## config.mk

```make
export PLATFORM = sky130hd
export DESIGN_NAME = alu4_nibble_seq
export DESIGN_NICKNAME = d
export VERILOG_FILES = /design/src/rtl/alu4_nibble_seq.sv
export SDC_FILE = /design/constraint.sdc
export NUM_CORES = 1
export LEC_CHECK = 0
export ABC_AREA = 1
export CORE_MARGIN = 2
export CORE_UTILIZATION = 51
export DETAILED_ROUTE_END_ITERATION = 8
export PLACE_DENSITY_LB_ADDON = 0.1
export SLEW_MARGIN = 10
export SYNTH_ARGS = -nofsm -noshare
export SYNTH_HDL_FRONTEND = slang
export SYNTH_SLANG_ARGS = --single-unit
```

## constraint.sdc

```tcl
create_clock -name clk -period 4.05 [get_ports clk]
set_input_delay 0.81 -clock clk [delete_from_list [all_inputs] [get_ports clk]]
set_output_delay 0.81 -clock clk [all_outputs]
set_load 0.01 [all_outputs]
```

## src/rtl/alu4_nibble_seq.sv

```systemverilog
// Nibble-serial sequencer driving a combinational 4-bit ALU: one wide command in,
// one nibble per cycle LSB first with carry chaining, one wide result out.
module alu4_nibble_seq #(
   parameter int NIBBLES = 4
) (
   input  logic                   clk,
   input  logic                   rst,
   input  logic                   cmd_valid,
   output logic                   cmd_ready,
   input  logic [4*NIBBLES-1:0]   cmd_a,
   input  logic [4*NIBBLES-1:0]   cmd_b,
   input  logic [1:0]             cmd_op,
   input  logic                   cmd_mode,
   input  logic                   cmd_cin,
   output logic [3:0]             alu_a,
   output logic [3:0]             alu_b,
   output logic                   alu_cin,
   output logic [1:0]             alu_op,
   output logic                   alu_mode,
   input  logic [3:0]             alu_f,
   input  logic                   alu_cout,
   output logic                   res_valid,
   input  logic                   res_ready,
   output logic [4*NIBBLES-1:0]   res_f,
   output logic                   res_cout,
   output logic                   res_zero
);

   localparam int W  = 4 * NIBBLES;
   localparam int IW = (NIBBLES > 1) ? $clog2(NIBBLES) : 1;

   typedef enum logic [1:0] {IDLE, RUN, DONE} state_t;

   state_t          state, state_nxt;
   logic [W-1:0]    a_reg, b_reg, res_f_reg;
   logic [1:0]      op_reg;
   logic            mode_reg;
   logic            carry;
   logic [IW-1:0]   idx;
   logic            res_cout_reg;
   logic            last;
   logic            accept;

   assign last   = (idx == IW'(NIBBLES - 1));
   assign accept = cmd_valid && cmd_ready;

   always_comb begin
      state_nxt = state;
      case (state)
         IDLE:    if (accept)    state_nxt = RUN;
         RUN:     if (last)      state_nxt = DONE;
         DONE:    if (res_ready) state_nxt = IDLE;
         default:                state_nxt = IDLE;
      endcase
   end

   // ALU operands are only presented while a nibble is in flight; zero otherwise.
   always_comb begin
      alu_a    = 4'd0;
      alu_b    = 4'd0;
      alu_cin  = 1'b0;
      alu_op   = 2'd0;
      alu_mode = 1'b0;
      if (state == RUN) begin
         alu_a    = a_reg[{idx, 2'b00} +: 4];
         alu_b    = b_reg[{idx, 2'b00} +: 4];
         alu_cin  = carry;
         alu_op   = op_reg;
         alu_mode = mode_reg;
      end
   end

   always_ff @(posedge clk) begin
      if (rst) begin
         state        <= IDLE;
         a_reg        <= '0;
         b_reg        <= '0;
         res_f_reg    <= '0;
         op_reg       <= '0;
         mode_reg     <= 1'b0;
         carry        <= 1'b0;
         idx          <= '0;
         res_cout_reg <= 1'b0;
      end else begin
         state <= state_nxt;
         case (state)
            IDLE: begin
               if (accept) begin
                  a_reg    <= cmd_a;
                  b_reg    <= cmd_b;
                  op_reg   <= cmd_op;
                  mode_reg <= cmd_mode;
                  carry    <= cmd_cin & cmd_mode;
                  idx      <= '0;
               end
            end
            RUN: begin
               // Carry is masked by mode so logic ops never see the ALU's Cout.
               res_f_reg[{idx, 2'b00} +: 4] <= alu_f;
               carry <= alu_cout & mode_reg;
               idx   <= last ? '0 : idx + IW'(1);
               if (last) res_cout_reg <= alu_cout & mode_reg;
            end
            default: ;
         endcase
      end
   end

   assign cmd_ready = (state == IDLE) && !rst;
   assign res_valid = (state == DONE);
   assign res_f     = res_f_reg;
   assign res_cout  = res_cout_reg;
   assign res_zero  = (res_f_reg == '0);

endmodule

```

==> results.md <==
* Outcome: completed
* Layout Nets at 495
* # clock sinks at 57
* Cells along the critical path: clkinv_1 -> nor2_1 -> o21ai_0 -> a21oi_1 -> clkdlybuf4s50_1
* Tot GR Track Use at 24.33%
* Multi-input gate area at 1295 sq um
* Synth Register Bits at 57
* Cell Count Post-Placement at 503
* Worst-path clk slew at roughly 0.06 ns
* Delay-heaviest family, CP: buffers and inverters
* Yosys top cell by area: dfxtp_1
* Net Sw Frac at 25.83%
* Area of the core at 5075 sq um
* GRT overflow at 0
* First-pass GRT wire length at 11.35 mm
* Fill cells at roughly 480
* Cell Area, Placed at 3381 sq um
* Largest net degree at the start of global routing at between 50 and 60
* Die width at between 70 and 80 microns
* Via count at 2689
* Antenna Nets Post-Route at 0
* Post-synth cell types at 22
* Layout Cells excl Fill at 519
* Die H at around 76 microns
* Post-CTS resize count at 0
* Maximum clock rate at approximately 320 MHz
* PD cells at 362.5 nW/um^2
* DRC Markers at 0
* Worst Reg-to-Reg Cells at 6
* Cell count along the critical path at 5
* Design area at approximately 3600 sq um
* Vias in the first global route at 2588
* CTS tree: yes
* Maxcap violations at 0
* Synth top area cells: dfxtp_1, a21oi_1, nand2_1, nand3_1, nor2_1
* Clk network pwr share at approximately two fifths
* Initial core utilization at 52.27%
* Fin Clk Skew at 0.005006 ns
* DR vias/cell at 5.181
* Die area at 5794 sq um
* IO Port Bufs at 76
* Worst Path Arrival at 2.35 ns
* Clock Latency Late Sink at 0.34 ns
* Post-Syn Area at between 2000 and 3000 sq um
* Biggest cell delay along the critical path at 0.59 ns
* Clock root buffer: clkbuf_8
* Post-layout min period at 3.156 ns
* Sequential cell area at 1141 sq um
* Post-CTS Setup Repair Bufs at 0
* Yosys top cell area share at 43.02%
* Routed WL per cell at 12.82 microns
* Endpoints failing setup at 0
* Final GP Congestion at 0.8844
* Antenna violations before repair at 0
* Worst slew margin at 49.76%
* ANT cells at 0
* Setup_tns at 0 ns
* Startpoint Class: register
* Worst slew pin tran at 0.7528 ns
* Fin crit share at 77.92%
* Slowest cell on crit path: dfxtp_1
* # H-tree levels at 3
* Num CTS Buffers at 9
* DR iter-0 viols at between 100 and 150
* Layout area overhead at 34.72%
* Post-Syn Instances at 378
* Unrepaired setup endpoints after global routing: false
* Layout cell share with drive strength beyond 1 at between 5 and 6%
* Seq pwr share at 46.1%
* Worst path buffer plus inverter count at 2
* Hold_buf cts at 0
* Fin. Hold Viols at 0
* Cell Rows at 26
* Ys Warns at 0
* HP Class: reg -> reg
* Net Sw Power at 334.5 uW
* Power Internal at around 960 uW
* Syn_nets at 429
* VDD IR max at about 200 uV
* Number of I/O pins at 77
* Leak at 1.305 nW
* Mean post-synth cell area at 7.017 sq um
* Post-DP HPWL at 4.526 mm
* Worst Path Max Fanout at 13
* CTS Buffer Depth at 2
* Hold Crit Depth at 2
* Comb power frac at 15.0%
* Req. time, crit path at 3.24 ns
* Max Transition Viols Final at 0
* Sequential element share of the synthesized area at 43.02%
* Pre-Repair DR Iteration Count at 5
* WL final at 6.651 mm
* WS Path Type: reg -> out
* CP Capture Type: output port
-- cell usage after synthesis (all sizes together) --
cell    instances
nand3          46
ha              6
nor2           60
inv            18
a21oi          65
nand2          72
buf            12
o21ai          21
clkbuf         13
dfxtp          57
nor3            4
nand4           2
or2             1
clkinv          1
-- routing by layer --
layer / wire length, microns / global-route usage [%] / part of all wire [%] / vias up
met5: 0 / 0 / 0 / -
met4: 141 / 14.18 / 2.1 / 0
met3: 382 / 5.687 / 5.7 / 14
met2: 3360 / 42.23 / 51 / 68
met1: 2766 / 27.29 / 42 / 1236
li1: - / - / - / 1371
-- worst reg2reg max path, cell delays in order (launching register included) --
cell	delay, ns
dfxtp_1	0.59
clkinv_1	0.39
ha_1	0.45
or2_2	0.32
nor2_1	0.20
nand2_1	0.10
a21oi_1	0.13
-- worst paths after layout --
check	start	endpoint	slack, ns
worst max-delay path	idx[1]	alu_b[2]	0.89
worst min-delay path	a_reg[6]	a_reg[6]	0.46
worst max register to register	idx[1]	res_f[13]	1.80
worst min register to register	a_reg[6]	a_reg[6]	0.46
-- cell families after synthesis --
family                     after synthesis  share of synthesized area, %
and+or+nand+nor                        185                         29.62
AOI/OAI and AO/OA                       86                         16.37
DFF                                     57                         43.02
buffers and inverters                   44                         8.160
adders and majority gates                6                         2.830
-- layout by cell type, fill, tap and decap left out, types with 2 or more instances in the layout --
cell              n
a21oi_1          64
buf_4             4
clkbuf_8         13
clkdlybuf4s50_1  75
clkinv_2          2
dfxtp_1          57
ha_1              6
inv_1            18
nand2_1          71
nand3_1          45
nand4_1           2
nor2_1           59
nor3_1            3
o21ai_0          21
-- metrics by stage --
| step | hold WS [ns] | power (mW) | util (%) | setup WS, ns |
|---|---|---|---|---|
| after floorplan | 0.4405 | 0.7219 | - | 1.831 |
| after global placement | 0.4532 | 0.8018 | 66.62 | 1.319 |
| after detailed placement | 0.4548 | 0.8041 | 66.62 | 1.259 |
| after CTS | 0.4645 | 1.305 | 70.41 | 0.8764 |
| after global routing | 0.4933 | 1.354 | 70.41 | 0.6844 |
| final | 0.4637 | 1.295 | 70.41 | 0.8944 |
-- power by group through the flow --
stage	clock, mW	sequential [mW]	combinational (mW)
2_1_floorplan	0	0.606	0.116
3_3_place_gp	0	0.609	0.192
3_5_place_dp	0	0.610	0.194
4_1_cts	0.511	0.598	0.196
5_1_grt	0.536	0.601	0.217
6_report	0.503	0.598	0.195
-- cell type report --
class / count / area share [%]
clock buffers: 14 / 5.112
clock inverters: 2 / 0.2801
inverters: 19 / 1.996
multi-input cells: 277 / 36.24
flip-flops and latches: 57 / 31.93
well taps: 70 / 2.451
repair buffers: 80 / 21.99
No activity file was read; power rests on OpenSTA's default activity.
